$ cat config.mk
export PLATFORM = sky130hd
export DESIGN_NAME = seg_wr_sched
export DESIGN_NICKNAME = d
export VERILOG_FILES = /design/src/rtl/seg_ctl_pkg.sv /design/src/rtl/seg_prio_arb.sv /design/src/rtl/seg_wr_sched.sv
export SDC_FILE = /design/constraint.sdc
export NUM_CORES = 1
export LEC_CHECK = 0
export BUFFER_PORTS_ARGS = -buffer_cell sky130_fd_sc_hd__buf_2
export CORE_MARGIN = 5
export CORE_UTILIZATION = 39
export DETAILED_ROUTE_END_ITERATION = 8
export PLACE_DENSITY = 0.76
export SYNTH_ARGS = -nofsm -noshare
export SYNTH_HDL_FRONTEND = slang
export SYNTH_SLANG_ARGS = --single-unit
$ cat constraint.sdc
create_clock -name clk -period 1.6 [get_ports clk]
set_input_delay 0 -clock clk [delete_from_list [all_inputs] [get_ports clk]]
set_output_delay 0 -clock clk [all_outputs]
set_load 0.02 [all_outputs]
$ cat src/rtl/seg_ctl_pkg.sv
// Shared types and constants for the segment register write path.
// State encoding, segment indices and a one-hot decode helper.
package seg_ctl_pkg;

  localparam int NUM_SEG  = 8;
  localparam int SEG_W    = 16;
  localparam int SEGIDX_W = 3;

  localparam logic [SEGIDX_W-1:0] CS_IDX = 3'd1;

  typedef enum logic [1:0] {
    IDLE    = 2'd0,
    WRITE   = 2'd1,
    CS_HOLD = 2'd2
  } state_t;

  function automatic logic [NUM_SEG-1:0] seg_onehot(input logic [SEGIDX_W-1:0] idx);
    seg_onehot      = '0;
    seg_onehot[idx] = 1'b1;
  endfunction

endpackage

$ cat src/rtl/seg_prio_arb.sv
// Fixed-priority one-hot arbiter; the highest index wins.
// Latency: combinational. Backpressure: no grant at all while en is low.
module seg_prio_arb
  import seg_ctl_pkg::*;
#(
  parameter int NREQ = 3
) (
  input  logic            en,
  input  logic [NREQ-1:0] req,
  output logic [NREQ-1:0] gnt
);

  always_comb begin
    gnt = '0;
    for (int i = NREQ - 1; i >= 0; i--) begin
      if (en && req[i] && (gnt == '0)) gnt[i] = 1'b1;
    end
  end

endmodule

$ cat src/rtl/seg_wr_sched.sv
// Write-port scheduler for the 8x16 segment regfile; CS writes flush fetch and hold.
// Latency: 1 cycle from accept to regfile write. Backpressure: req_ready withheld during CS write/hold.
// Optional read bypass of the in-flight write is built when SEG_WR_BYPASS_EN is defined.
module seg_wr_sched
  import seg_ctl_pkg::*;
#(
  parameter int NREQ           = 3,
  parameter int CS_HOLD_CYCLES = 2
) (
  input  logic                     clk,
  input  logic                     rst,
  input  logic [NREQ-1:0]          req_valid,
  input  logic [SEGIDX_W*NREQ-1:0] req_reg,
  input  logic [SEG_W*NREQ-1:0]    req_data,
  output logic [NREQ-1:0]          req_ready,
`ifdef SEG_WR_BYPASS_EN
  input  logic [SEGIDX_W-1:0]      rd_sel1,
  input  logic [SEGIDX_W-1:0]      rd_sel2,
  input  logic [SEGIDX_W-1:0]      rd_sel3,
  input  logic [SEG_W-1:0]         rd_raw1,
  input  logic [SEG_W-1:0]         rd_raw2,
  input  logic [SEG_W-1:0]         rd_raw3,
  output logic [SEG_W-1:0]         rd_byp1,
  output logic [SEG_W-1:0]         rd_byp2,
  output logic [SEG_W-1:0]         rd_byp3,
`endif
  output logic                     seg_wr_en,
  output logic [SEGIDX_W-1:0]      seg_wr_reg,
  output logic [SEG_W-1:0]         seg_wr_data,
  output logic [NUM_SEG-1:0]       seg_busy,
  output logic                     cs_flush,
  output logic                     hold_active
);

  localparam logic [3:0] HOLD_INIT = 4'(CS_HOLD_CYCLES);

  state_t                state, state_nxt;
  logic [3:0]            hold_cnt, hold_cnt_nxt;
  logic [SEGIDX_W-1:0]   stage_reg;
  logic [SEG_W-1:0]      stage_data;
  logic                  can_accept;
  logic                  accept;
  logic [SEGIDX_W-1:0]   gnt_reg;
  logic [SEG_W-1:0]      gnt_data;

  // A staged CS write closes the window so nothing lands behind it before the flush.
  assign can_accept = !rst && ((state == IDLE) ||
                               ((state == WRITE) && (stage_reg != CS_IDX)));

  seg_prio_arb #(.NREQ(NREQ)) u_arb (
    .en  (can_accept),
    .req (req_valid),
    .gnt (req_ready)
  );

  assign accept = |req_ready;

  always_comb begin
    gnt_reg  = '0;
    gnt_data = '0;
    for (int i = 0; i < NREQ; i++) begin
      if (req_ready[i]) begin
        gnt_reg  = req_reg[SEGIDX_W*i +: SEGIDX_W];
        gnt_data = req_data[SEG_W*i +: SEG_W];
      end
    end
  end

  always_comb begin
    state_nxt    = state;
    hold_cnt_nxt = hold_cnt;
    case (state)
      IDLE: begin
        if (accept) state_nxt = WRITE;
      end
      WRITE: begin
        if (stage_reg == CS_IDX) begin
          state_nxt    = CS_HOLD;
          hold_cnt_nxt = HOLD_INIT;
        end else if (accept) begin
          state_nxt = WRITE;
        end else begin
          state_nxt = IDLE;
        end
      end
      CS_HOLD: begin
        if (hold_cnt <= 4'd1) begin
          state_nxt    = IDLE;
          hold_cnt_nxt = 4'd0;
        end else begin
          hold_cnt_nxt = hold_cnt - 4'd1;
        end
      end
      default: begin
        state_nxt    = IDLE;
        hold_cnt_nxt = 4'd0;
      end
    endcase
  end

  always_ff @(posedge clk or posedge rst) begin
    if (rst) begin
      state      <= IDLE;
      hold_cnt   <= 4'd0;
      stage_reg  <= '0;
      stage_data <= '0;
    end else begin
      state    <= state_nxt;
      hold_cnt <= hold_cnt_nxt;
      if (accept) begin
        stage_reg  <= gnt_reg;
        stage_data <= gnt_data;
      end
    end
  end

  assign seg_wr_en   = (state == WRITE);
  assign seg_wr_reg  = stage_reg;
  assign seg_wr_data = stage_data;
  assign seg_busy    = (state == WRITE) ? seg_onehot(stage_reg) : '0;
  assign hold_active = (state == CS_HOLD);
  // Counter is still at its load value only in the first hold cycle.
  assign cs_flush    = (state == CS_HOLD) && (hold_cnt == HOLD_INIT);

`ifdef SEG_WR_BYPASS_EN
  assign rd_byp1 = (seg_wr_en && (rd_sel1 == stage_reg)) ? stage_data : rd_raw1;
  assign rd_byp2 = (seg_wr_en && (rd_sel2 == stage_reg)) ? stage_data : rd_raw2;
  assign rd_byp3 = (seg_wr_en && (rd_sel3 == stage_reg)) ? stage_data : rd_raw3;
`endif

endmodule

# Word-level counts from Yosys, hierarchy flattened
# Index checks and enable logic that the tools add are counted.
dict set report word_totals {
  reg_bits 25
  input_bits 62
  output_inout_bits 33
  word_cells 54
}
dict set report classes {
  addsub 1
  n_lt_le_gt_ge 3
  eq_ne 8
  muxes 20
  n_bitwise 2
  n_reduce_logical 16
}
# operator count
set ops {}
lappend ops {{16-bit two-way mux} 3}
lappend ops {{4-bit case mux with 3 select lines} 1}
lappend ops {{1-bit logical AND} 9}
lappend ops {{3-bit two-way mux} 3}
lappend ops {{4-bit two-way mux} 2}
lappend ops {{8-bit two-way mux} 1}
lappend ops {{2-bit two-way mux} 3}
lappend ops {{2-bit case mux with 3 select lines} 1}
lappend ops {{1-bit two-way mux} 5}
lappend ops {{4-bit by 2-bit == test with 1-bit output, second input constant} 1}
lappend ops {{4-bit by 1-bit less-or-equal comparator with 1-bit output, second input constant} 1}
lappend ops {{2-bit logical NOT} 2}
lappend ops {{3-bit by 4-bit less-than comparator with 1-bit output, second input constant} 1}
lappend ops {{2-bit by 1-bit != test with 1-bit output, second input constant} 2}
lappend ops {{2-bit AND reduction} 2}
lappend ops {{4-bit by 1-bit subtractor with 4-bit output, second input constant} 1}
lappend ops {{1-bit demux with 3-bit select} 1}
lappend ops {{3-bit by 1-bit == test with 1-bit output, second input constant} 1}
lappend ops {{3-bit by 1-bit >= comparator with 1-bit output, second input constant} 1}
lappend ops {{3-bit by 1-bit != test with 1-bit output, second input constant} 1}
lappend ops {{3-bit OR reduction} 1}
lappend ops {{2-bit by 1-bit == test with 1-bit output, second input constant} 1}
lappend ops {{2-bit == test, second input constant} 1}
lappend ops {{2-bit != test, second input constant} 1}
lappend ops {{other kinds (3)} 4}

# Depth between registers and ports, before layout
# Gate-level depths: netlist of run 1.
dict set report depth {
  ltp_word 16
  depth_mapped 7
  ltp_nobuf 6
}

# Modules after synthesis
# From an unflattened synthesis of run 1, not the netlist that was laid out.
dict set report unflattened {
  cells_unflattened 154
  area_unflattened_um2 1425.1
}
# module instances cells_per_inst area_per_inst_um2 seq_area_each_um2
set modules_own_cells {}
lappend modules_own_cells {seg_wr_sched 1 151 1395.1 625.6}
lappend modules_own_cells {seg_prio_arb 1 3 30.0 0.0}

# Worst setup path after synthesis of run 1
# Ideal clock, no wire load.
dict set report synth_timing {
  path_type {register to register}
  startpoint {reg state[1]}
  endpoint {reg stage_data[10] (netlist: seg_wr_data[10])}
  setup_ps 128
  t_arrival_ps 1770
  required_time_ps 1472
  path_slack_ps -297
  stages_incl_launch_ff 8
  n_path_buf 1
  synth_period_minus_slack_ps 1897
  path_cell_list {dfrtp_1 > inv_1 > ha_1 > nor2_1 > or2_4 > nor3_2 > buf_4 > mux2_1}
}
dict set report synth_between {
  elab_chain_len 15
  word_cells_on_any_way 19
  cone_classes {1 x eq/ne; 6 x mux; 1 x bitwise; 11 x reduce/logical}
}
# element line_no
set synth_rtl {}
lappend synth_rtl {{start: declaration} seg_wr_sched.sv:37} ;# state_t state, state_nxt;
lappend synth_rtl {{start signal: assignment} seg_wr_sched.sv:108} ;# state <= state_nxt;
lappend synth_rtl {{2-bit by 1-bit == test with 1-bit output *} --}
lappend synth_rtl {{net seg_wr_en} seg_wr_sched.sv:27} ;# output logic seg_wr_en,
lappend synth_rtl {{1-bit logical AND *} seg_wr_sched.sv:48} ;# ((state == WRITE) && (stage_reg != CS_IDX)));
lappend synth_rtl {{1-bit logical OR *} seg_wr_sched.sv:47} ;# assign can_accept = !rst && ((state == IDLE) ||
lappend synth_rtl {{1-bit logical AND *} seg_wr_sched.sv:47}
lappend synth_rtl {{1-bit logical AND} seg_prio_arb.sv:16} ;# if (en && req[i] && (gnt == '0)) gnt[i] = 1'b1;
lappend synth_rtl {{1-bit two-way mux} seg_prio_arb.sv:16}
lappend synth_rtl {{1-bit inverter} seg_prio_arb.sv:16}
lappend synth_rtl {{1-bit logical AND} seg_prio_arb.sv:16}
lappend synth_rtl {{1-bit two-way mux} seg_prio_arb.sv:16}
lappend synth_rtl {{2-bit logical NOT} seg_prio_arb.sv:16}
lappend synth_rtl {{1-bit logical AND} seg_prio_arb.sv:16}
lappend synth_rtl {{1-bit two-way mux} seg_prio_arb.sv:16}
lappend synth_rtl {{16-bit two-way mux (3 in a row)} seg_wr_sched.sv:62} ;# if (req_ready[i]) begin
lappend synth_rtl {{end signal: assignment} seg_wr_sched.sv:112} ;# stage_data <= gnt_data;
lappend synth_rtl {{end: declaration} seg_wr_sched.sv:40} ;# logic [SEG_W-1:0] stage_data;
# Mark *: on every way through the listed nets, which the timed path passes. The rest lies on a longest branch.
# A chain may end at the register's enable or synchronous reset.

# Worst setup path after layout of run 1
dict set report layout_timing {
  startpoint {reg state[1]}
  endpoint {reg stage_data[15] (netlist: seg_wr_data[15])}
}
dict set report layout_between {
  elab_chain_len 15
  word_cells_on_any_way 19
  cone_classes {1 x eq/ne; 6 x mux; 1 x bitwise; 11 x reduce/logical}
}
# element line_no
set layout_rtl {}
lappend layout_rtl {{2-bit by 1-bit == test with 1-bit output} seg_wr_sched.sv:48}
lappend layout_rtl {{1-bit logical AND} seg_wr_sched.sv:48}
lappend layout_rtl {{1-bit logical OR *} seg_wr_sched.sv:47}
lappend layout_rtl {{1-bit logical AND *} seg_wr_sched.sv:47}
lappend layout_rtl {{1-bit logical AND} seg_prio_arb.sv:16}
lappend layout_rtl {{1-bit two-way mux} seg_prio_arb.sv:16}
lappend layout_rtl {{1-bit inverter} seg_prio_arb.sv:16}
lappend layout_rtl {{1-bit logical AND} seg_prio_arb.sv:16}
lappend layout_rtl {{1-bit two-way mux} seg_prio_arb.sv:16}
lappend layout_rtl {{2-bit logical NOT} seg_prio_arb.sv:16}
lappend layout_rtl {{1-bit logical AND} seg_prio_arb.sv:16}
lappend layout_rtl {{1-bit two-way mux} seg_prio_arb.sv:16}
lappend layout_rtl {{16-bit two-way mux (3 in a row)} seg_wr_sched.sv:62}
# Every way passes the cells marked *; elsewhere a longest branch is shown, timed or not.

==> flow_metrics.env, run 1 <==
export IMPL_synthTopCellsByCount="dfrtp_1 (25), nand2_1 (24), o21ai_0 (22), a22oi_1 (19), mux2_1 (19)"
export IMPL_finalSetupViolations=25
export IMPL_clk_latency_ns=0.27
export IMPL_grt_first_pass_wirelength_um=7445
export IMPL_ys_flop_type="dfrtp_1"
export IMPL_place_ws_ns=-0.2286
export IMPL_timing_final_crit_share_pct=115.7
export IMPL_maxCapViolCount=0
export IMPL_critPathKind="reg2reg"
export IMPL_ant_nets=0
export IMPL_cts_inserted_buffers=3
export IMPL_cts_buffer_depth=2
export IMPL_max_stage_delay_ns=0.40
export IMPL_grt_pass1_vias=1672
export IMPL_cts_tree="built"
export IMPL_cp_top_family="simple AND/OR/NAND/NOR gates"
export IMPL_totalWireLength_um=4843
export IMPL_peakVddDrop_mv=0.8153
export IMPL_rows=23
export IMPL_reg2reg_from="state[1]$_DFFE_PP0P_"
export IMPL_cp_num_buf_inv=3
export IMPL_synth_warnings=0
export IMPL_synth_cell_type_count=27
export IMPL_synth_most_common_cell="dfrtp_1"
export IMPL_maxSlewHeadroom_pct=59.75
export IMPL_placedCellCount=327
export IMPL_worstSetupStartpointType="flop"
export IMPL_path_clk_slew_ns=0.09
export IMPL_fin_area_sq_um=2452
export IMPL_synth_area_leader_cell="dfrtp_1"
export IMPL_fin_util_pct=62.20
export IMPL_hold_class="in2reg"
export IMPL_drt_initial_drc_count=51
export IMPL_drv_slew=0
export IMPL_syn_area_per_cell_sq_um=9.310
export IMPL_finalNonFillerCells=334
export IMPL_crit_path_cell_trace="inv_2, buf_6, ha_4, nor2_2, or2_4, nor3_4, buf_4, mux2_1"
export IMPL_fmax_mhz=540.2
export IMPL_synth_top_area_share_pct=40.00
export IMPL_synth_top_cells_by_area="dfrtp_1 (40%), mux2_1 (14%), a22oi_1 (9.1%), o21ai_0 (7.0%), nand2_1 (5.8%)"
export IMPL_ys_seq_area_share_pct=40.00
export IMPL_fin_crit_ns=1.851
export IMPL_syn_cell_area_sq_um=1564
export IMPL_worst_pin_slew_ns=0.6024
export IMPL_dp_hpwl_um=3707
export IMPL_start_util_pct=39.67
export IMPL_die_y_um=73.33
export IMPL_syn_inst=168
export IMPL_ff2ff_path_depth=8
export IMPL_setup_slack_ns=-0.2513
export IMPL_worstPathArrival_ns=2.01
export IMPL_reg2reg_slack_ns=-0.25
export IMPL_route_detailed_drc=0
export IMPL_dieWidth_um=73.33
export IMPL_final_nets=353
export IMPL_cts_root_buffer="clkbuf_8"
export IMPL_hold_ws_ns=0.04552
export IMPL_hold_viol_final=0
export IMPL_tns_ns=-4.946
export IMPL_status="finished with violations"
export IMPL_ys_seq_elements=25
export IMPL_failed_checks="setup timing"
export IMPL_die_area_sq_um=5377
export IMPL_min_to="seg_wr_data[4]$_DFFE_PP0P_"
export IMPL_whs_path_depth=4
export IMPL_antenna_found_initial=0
export IMPL_worstPathRequired_ns=1.75
export IMPL_crit_path_end_kind="flop"
export IMPL_syn_nets=236
export IMPL_crit_fanout=7
export IMPL_p_leak_nw=1.256
export IMPL_synthToLayoutAreaGrowth_pct=56.80
export IMPL_p_per_area_nw_per_um2=1586
export IMPL_port_buffers=94
export IMPL_grt_max_degree=42
export IMPL_crit_path_top_delay_cell="dfrtp_1"
export IMPL_drive_above_1_share_pct=55.28
export IMPL_viasPerCell=5.072
export IMPL_placed_cell_area_sq_um=2260
export IMPL_largest_register_ffs=16
export IMPL_grt_overflow=0
export IMPL_async_flop_share_pct=100.0
export IMPL_vias=1694
export IMPL_r2r_end="seg_wr_data[15]$_DFFE_PP0P_"
export IMPL_n_antenna_cell=0
export IMPL_cts_sinks=25
export IMPL_power_mw=3.890
export IMPL_track_usage_pct=17.47
export IMPL_place_congestion=0.8310
export IMPL_htreeDepth=1
export IMPL_coreArea_sq_um=3943
export IMPL_wl_per_cell_um=14.50
export IMPL_clock_skew_ns=0.002757
export IMPL_dr_pass1_iters=4
export IMPL_rsz0062_at_grt="true"
export IMPL_synth_edff_count=0
export IMPL_hp_start="req_data[36]"
export IMPL_io_pins=95
## worst min-delay path, stage by stage
cell,delay [ns]
buf_2,0.07
nand2_1,0.04
o21ai_0,0.05
mux2_1,0.12
## where the power goes
part / internal, mW / total, mW / switching [mW] / leakage, nW
clock network: 0.174 / 0.374 / 0.200 / 0.0255
logic: 1.17 / 2.46 / 1.29 / 0.917
registers: 0.901 / 1.05 / 0.151 / 0.314
## layout by cell type, fill, tap and decap left out, types with 4 or more instances in the layout
| cell type | synthesis | layout |
|---|---|---|
| nor2_2 | 0 | 4 |
| o21ai_0 | 22 | 22 |
| a22oi_1 | 19 | 19 |
| mux2_1 | 19 | 12 |
| mux2_4 | 0 | 7 |
| inv_2 | 0 | 4 |
| dfrtp_1 | 25 | 25 |
| buf_2 | 1 | 91 |
| buf_4 | 2 | 28 |
| nor2_1 | 12 | 8 |
| nand2_1 | 24 | 24 |
## repair_timing
action | 4_1_cts | 5_1_grt
setup endpoints to repair | 26 | 31
gates resized for setup | 8 | 26
hold endpoints to repair | 25 | 0
buffers inserted | 0 | 2
pin swaps | 0 | 4
hold buffers | 1 | 0
## final cells by class
cell class	count	area [sq um]
fill	325	1490
sequential	25	625.6
tap	50	62.56
clock inverter	1	5.005
clock buffer	3	41.29
inverter	5	18.77
multi-input combinational	128	1001
timing repair buffer	122	698.2
## kinds of logic (layout without fill, tap and decap cells)
kind of cell	count (synthesis)	in the layout	share of synthesized area, %
AOI/OAI and AO/OA	48	48	19.84
adders and majority gates	6	6	4.800
buffers and inverters	15	131	4.159
DFF	25	25	40.00
muxes	21	21	15.12
and+or+nand+nor	53	53	16.08
## metal layers
layer / vias up / routed length [um] / global-route usage, %
li1: 840 / - / -
met3: 7 / 286 / 3.420
met1: 797 / 1816 / 20.98
met2: 50 / 2699 / 32.08
met4: 0 / 42 / 3.823
met5: - / 0 / 0
## how the worst max path moves through the flow
| stage | slack [ns] | cells past startpoint | to | startpoint |
|---|---|---|---|---|
| 2_1_floorplan | -0.19 | 7 | seg_wr_data[10]$_DFFE_PP0P_ | state[0]$_DFFE_PP0P_ |
| 3_3_place_gp | -0.18 | 7 | seg_wr_data[12]$_DFFE_PP0P_ | state[1]$_DFFE_PP0P_ |
| 3_5_place_dp | -0.23 | 7 | seg_wr_data[12]$_DFFE_PP0P_ | state[1]$_DFFE_PP0P_ |
| 4_1_cts | -0.22 | 7 | seg_wr_data[2]$_DFFE_PP0P_ | state[0]$_DFFE_PP0P_ |
| 5_1_grt | -0.33 | 8 | seg_wr_data[15]$_DFFE_PP0P_ | state[1]$_DFFE_PP0P_ |
| 6_report | -0.25 | 8 | seg_wr_data[15]$_DFFE_PP0P_ | state[1]$_DFFE_PP0P_ |
Note: power is estimated with default switching activity, not from simulation.
==> run 2, diff against run 1 <==
CORE_UTILIZATION = 46   (was 39)
PLACE_DENSITY = 0.85   (was 0.76)
clock period = 2.2 ns   (was 1.6 ns; I/O delays follow)
==> flow_metrics.env, run 2 (synthesized netlist as in run 1, its figures left out) <==
export IMPL_path_clk_slew_ns=0.14
export IMPL_tns_ns=0
export IMPL_io_pins=95
export IMPL_final_cell_mix="buf_2 (94), dfrtp_1 (25), nand2_1 (24), o21ai_0 (22)"
export IMPL_maxCapViolCount=0
export IMPL_finalSetupViolations=0
export IMPL_drive_above_1_share_pct=39.42
export IMPL_layout_commonest_cell="buf_2"
export IMPL_status="finished, final reports clean"
export IMPL_holdBufCountCts=13
export IMPL_maxSlewHeadroom_pct=68.07
export IMPL_ant_nets=0
export IMPL_synthToLayoutAreaGrowth_pct=43.68
export IMPL_fmax_mhz=515.1
export IMPL_wl_per_cell_um=14.16
export IMPL_seqPwrFrac_pct=34.9
export IMPL_start_util_pct=47.24
export IMPL_grt_overflow=0
export IMPL_rsz0062_at_grt="false"
export IMPL_cts_setup_buffers=0
export IMPL_worstSetupStartpointType="flop"
export IMPL_hold_class="in2reg"
export IMPL_track_usage_pct=19.38
export IMPL_drt_initial_drc_count=37
export IMPL_dieWidth_um=68.31
export IMPL_internal_power_mw=1.247
export IMPL_cts_tree="built"
export IMPL_drv_slew=0
export IMPL_power_mw=2.274
export IMPL_crit_path_end_kind="flop"
export IMPL_p_leak_nw=1.158
export IMPL_rows=21
export IMPL_totalWireLength_um=4532
export IMPL_worstPathRequired_ns=2.42
export IMPL_clock_skew_ns=0.007797
export IMPL_place_congestion=0.7647
export IMPL_viasPerCell=5.131
export IMPL_final_nets=343
export IMPL_reg2reg_slack_ns=0.26
export IMPL_cts_buffer_depth=2
export IMPL_cts_root_buffer="clkbuf_4"
export IMPL_largest_register_ffs=16
export IMPL_grt_first_pass_wirelength_um=6665
export IMPL_fin_crit_ns=1.941
export IMPL_p_per_area_nw_per_um2=1012
export IMPL_htreeDepth=1
export IMPL_nFillCells=290
export IMPL_cts_inserted_buffers=3
export IMPL_route_detailed_drc=0
export IMPL_sw_frac_of_total_pct=45.14
export IMPL_dr_pass1_iters=4
export IMPL_critPathKind="reg2reg"
export IMPL_antenna_found_initial=0
export IMPL_clk_latency_ns=0.33
export IMPL_hold_viol_final=0
export IMPL_clkPwrFrac_pct=9.1
export IMPL_die_y_um=68.31
export IMPL_die_area_sq_um=4666
export IMPL_worst_pin_slew_ns=0.4729
export IMPL_combPwrFrac_pct=56.0
export IMPL_crit_fanout=12
export IMPL_vias=1642
export IMPL_timing_final_crit_share_pct=88.25
export IMPL_n_antenna_cell=0
export IMPL_grt_pass1_vias=1501
export IMPL_worstPathArrival_ns=2.16
export IMPL_coreArea_sq_um=3311
export IMPL_port_buffers=94
export IMPL_power_switching_mw=1.026
export IMPL_grt_max_degree=42
export IMPL_peakVddDrop_mv=0.5944
export IMPL_cts_sinks=25
export IMPL_dp_hpwl_um=3447
export IMPL_post_cts_resize_count=0
## run 2: cell count changes in the layout (fill, tap and decap cells not counted), sizes merged
cell         before  now
dlygate4sd3       1   13
buf             121   99
## run 2: area by class of cell
class	instances	area, sq um	area share (%)
sequential	25	625.6	27.84
clock inverter	1	5.005	0.2227
timing repair buffer	112	638.1	28.40
clock buffer	3	22.52	1.002
inverter	5	18.77	0.8352
multi-input combinational	128	879.6	39.14
tap	46	57.56	2.561
## run 2: worst paths after layout
check | endpoint | from | depth (start not counted)
worst max-delay path | seg_wr_data[11]$_DFFE_PP0P_ | state[1]$_DFFE_PP0P_ | 7
worst min-delay path | seg_wr_data[9]$_DFFE_PP0P_ | req_data[41] | 4
worst max register to register | seg_wr_data[11]$_DFFE_PP0P_ | state[1]$_DFFE_PP0P_ | 7
worst min register to register | seg_wr_data[7]$_DFFE_PP0P_ | seg_wr_data[7]$_DFFE_PP0P_ | 1
max in group asynchronous | seg_wr_data[11]$_DFFE_PP0P_ | rst | 4
min in group asynchronous | hold_cnt[0]$_DFFE_PP0P_ | rst | 4
## run 2: stage by stage
step	area, sq um	worst slack [ns]	utilization [%]	hold slack, ns	instances
6_report	2247	0.2585	67.88	0.008231	320
2_1_floorplan	1564	0.3029	-	0.03256	168
4_1_cts	2247	0.2500	67.88	0.002204	320
3_3_place_gp	2090	0.3601	63.11	0.1445	303
3_5_place_dp	2090	0.2795	63.11	0.1464	303
5_1_grt	2247	0.1316	67.88	0.02363	320
## run 2: critical path, stage by stage, from the launching register on
cell and delay (ns):
dfrtp_1 0.43, inv_1 0.09, ha_1 0.21, nor2_1 0.09
or2_4 0.26, nor3_4 0.18, buf_4 0.22, mux2_1 0.35
## run 2: power groups by stage
stage               combinational [mW]  sequential, mW  clock (mW)
finish                            1.27           0.794       0.207
global route                      1.39           0.819       0.230
CTS                               1.29           0.790       0.216
detailed placement                1.26           0.800           0
global placement                  1.24           0.791           0
floorplan                        0.639           0.992           0
## run 2: per-layer routing
| layer | share of wire, % | routed length [um] | vias up | global-route usage (%) |
|---|---|---|---|---|
| li1 | - | - | 823 | - |
| met1 | 38 | 1724 | 756 | 21.81 |
| met2 | 54 | 2449 | 54 | 33.94 |
| met3 | 5.4 | 245 | 9 | 4.269 |
| met4 | 2.5 | 112 | 0 | 10.17 |
| met5 | 0 | 0 | - | 0 |
==> run 3, diff against run 2 <==
ABC_AREA = 1   (was unset)
CORE_UTILIZATION = 48   (was 46)
PLACE_DENSITY = 0.86   (was 0.85)
SYNTH_HIERARCHICAL = 1   (was unset)
==> flow_metrics.env, run 3 <==
export IMPL_status="finished, final reports clean"
export IMPL_synthToLayoutAreaGrowth_pct=64.02
export IMPL_tns_ns=0
export IMPL_seq_area_sq_um=625.6
export IMPL_wirelength_met1_um=2328
export IMPL_timing_final_crit_share_pct=95.00
export IMPL_syn_nets=310
export IMPL_coreArea_sq_um=3363
export IMPL_synthTopCellsByCount="nand2_1 (85), dfrtp_1 (25), o21ai_1 (23), a31oi_1 (19), o21ai_0 (18)"
export IMPL_crit_fanout=10
export IMPL_min_to="seg_wr_data[0]$_DFFE_PP0P_"
export IMPL_viasPerCell=5.561
export IMPL_worstPathArrival_ns=2.38
export IMPL_synth_edff_count=0
export IMPL_drv_slew=0
export IMPL_totalWireLength_um=6883
export IMPL_ys_seq_area_share_pct=37.09
export IMPL_htreeDepth=1
export IMPL_start_util_pct=50.15
export IMPL_antenna_found_initial=1
export IMPL_r2r_end="state[0]$_DFFE_PP0P_"
export IMPL_reg2reg_from="state[1]$_DFFE_PP0P_"
export IMPL_synth_most_common_cell="nand2_1"
export IMPL_final_cell_mix="buf_2 (93), nand2_1 (85), dlygate4sd3_1 (45), dfrtp_1 (25), o21ai_1 (22)"
export IMPL_crit_path_end_kind="flop"
export IMPL_place_ws_ns=0.04551
export IMPL_syn_area_per_cell_sq_um=6.969
export IMPL_synth_top_area_share_pct=37.09
export IMPL_syn_inst=242
export IMPL_synth_area_leader_cell="dfrtp_1"
export IMPL_io_pins=95
export IMPL_cts_inserted_buffers=3
export IMPL_multiInputGateArea_sq_um=932.1
export IMPL_cts_tree="built"
export IMPL_hold_viol_final=0
export IMPL_rows=21
export IMPL_dr_max_layer_used="met4"
export IMPL_place_congestion=0.9308
export IMPL_track_usage_pct=26.28
export IMPL_wl_per_cell_um=16.08
export IMPL_path_clk_slew_ns=0.16
export IMPL_wl_met3_um=663
export IMPL_syn_cell_area_sq_um=1687
export IMPL_hold_class="in2reg"
export IMPL_fin_area_sq_um=2766
export IMPL_finalSetupViolations=0
export IMPL_async_flop_share_pct=100.0
export IMPL_port_buffers=94
export IMPL_p_per_area_nw_per_um2=1021
export IMPL_grt_overflow=0
export IMPL_critPathKind="reg2reg"
export IMPL_clock_skew_ns=0.002192
export IMPL_worst_pin_slew_ns=0.9313
export IMPL_placed_cell_area_sq_um=2206
export IMPL_grt_max_degree=35
export IMPL_fmax_mhz=478.5
export IMPL_cts_buffer_depth=2
export IMPL_die_y_um=69.28
export IMPL_finalNonFillerCells=428
export IMPL_reg2reg_slack_ns=0.11
export IMPL_ys_flop_type="dfrtp_1"
export IMPL_dr_pass1_iters=6
export IMPL_drive_above_1_share_pct=33.07
export IMPL_cts_root_buffer="clkbuf_4"
export IMPL_ant_nets=0
export IMPL_wl_met2_um=3573
export IMPL_peakVddDrop_mv=0.5150
export IMPL_die_area_sq_um=4799
export IMPL_synth_top_cells_by_area="dfrtp_1 (37%), nand2_1 (19%), a31oi_1 (7.0%), o21ai_1 (6.8%), o21ai_0 (5.3%)"
export IMPL_p_leak_nw=1.488
export IMPL_placedCellCount=376
export IMPL_grt_pass1_vias=2334
export IMPL_worstPathRequired_ns=2.49
export IMPL_maxSlewHeadroom_pct=37.85
export IMPL_whs_path_depth=5
export IMPL_ff2ff_path_depth=14
export IMPL_fin_crit_ns=2.090
export IMPL_maxCapViolCount=0
export IMPL_synth_warnings=6
export IMPL_setup_slack_ns=0.1100
export IMPL_dp_hpwl_um=3970
export IMPL_final_nets=450
export IMPL_vias=2380
export IMPL_hp_start="req_data[16]"
export IMPL_route_detailed_drc=0
export IMPL_largest_register_ffs=16
export IMPL_dieWidth_um=69.28
export IMPL_worstSetupStartpointType="flop"
export IMPL_synth_cell_type_count=22
export IMPL_cts_sinks=25
export IMPL_ys_seq_elements=25
export IMPL_layout_commonest_cell="buf_2"
export IMPL_nFillCells=213
export IMPL_clk_latency_ns=0.34
export IMPL_grt_first_pass_wirelength_um=10470
export IMPL_power_mw=2.826
export IMPL_drt_initial_drc_count=367
[run 3: cell count changes after synthesis, moves of 4 or more]
cell / before / now
o21ai_1: 0 / 23
nor3_1: 6 / 0
nand2_1: 24 / 85
a31oi_1: 0 / 19
o21ai_0: 22 / 18
inv_1: 5 / 17
mux2_1: 19 / 0
nor2_1: 12 / 17
clkbuf_1: 6 / 1
a22oi_1: 19 / 0
[run 3: how the worst max path moves through the flow]
stage | endpoint | cells after the start | slack [ns] | from
6_report | state[0]$_DFFE_PP0P_ | 14 | 0.11 | state[1]$_DFFE_PP0P_
4_1_cts | req_ready[0] | 10 | 0.05 | state[1]$_DFFE_PP0P_
3_5_place_dp | state[0]$_DFFE_PP0P_ | 14 | 0.05 | state[1]$_DFFE_PP0P_
2_1_floorplan | seg_wr_data[10]$_DFFE_PP0P_ | 12 | 0.04 | state[1]$_DFFE_PP0P_
5_1_grt | state[0]$_DFFE_PP0P_ | 14 | -0.01 | state[1]$_DFFE_PP0P_
3_3_place_gp | state[1]$_DFFE_PP0P_ | 14 | 0.19 | state[1]$_DFFE_PP0P_
[run 3: metal layers]
layer,vias to the layer above,GRT usage (%)
met5,-,0
met4,0,11.06
met3,42,5.217
met2,180,49.47
met1,1090,28.10
li1,1068,-
[run 3: where the power goes]
group	switching [mW]	total (mW)	internal (mW)
Combinational	1.15	1.80	0.651
Sequential	0.146	0.798	0.652
Clock	0.160	0.230	0.0698
Total	1.45	2.83	1.37
[run 3: cells by family after synthesis]
logic type                 Yosys count  share of synthesized area, %
AOI/OAI and AO/OA                   60                         19.21
adders and majority gates            6                         4.451
buffers and inverters               34                         10.16
DFF                                 25                         37.09
and+or+nand+nor                    117                         29.08
[run 3: metrics by stage]
step                util, %  hold WS, ns
global route          82.25      0.01386
global placement      65.59       0.2623
detailed placement    65.59       0.2686
CTS                   80.17     0.001090
finish                82.25     0.001352
floorplan                 -      0.02732
[run 3: repair_timing]
action	4_1_cts	5_1_grt
gates resized for setup	4	8
endpoints found under the setup margin	2	23
gates cloned	0	1
hold buffers	44	1
pin swaps	0	1
setup buffers	0	1
endpoints found under the hold margin	44	1
[run 3: final cells by class]
class	instances	share of cell area, %
inverters	22	3.256
clock inverters	1	0.2714
flip-flops and latches	25	22.61
repair buffers	147	37.18
diodes	1	0.09046
multi-input cells	183	33.70
well taps	46	2.081
clock buffers	3	0.8141
[run 3: critical path: stages (launching register included)]
cell     delay [ns]
dfrtp_1        0.44
inv_2          0.07
ha_1           0.19
inv_1          0.16
nand2_4        0.08
nor2_4         0.19
nor2_2         0.07
nand2_1        0.10
nor2_4         0.06
nor2_2         0.11
nand2_2        0.10
buf_6          0.16
o21ai_2        0.17
nand2_1        0.08
nand2_1        0.08
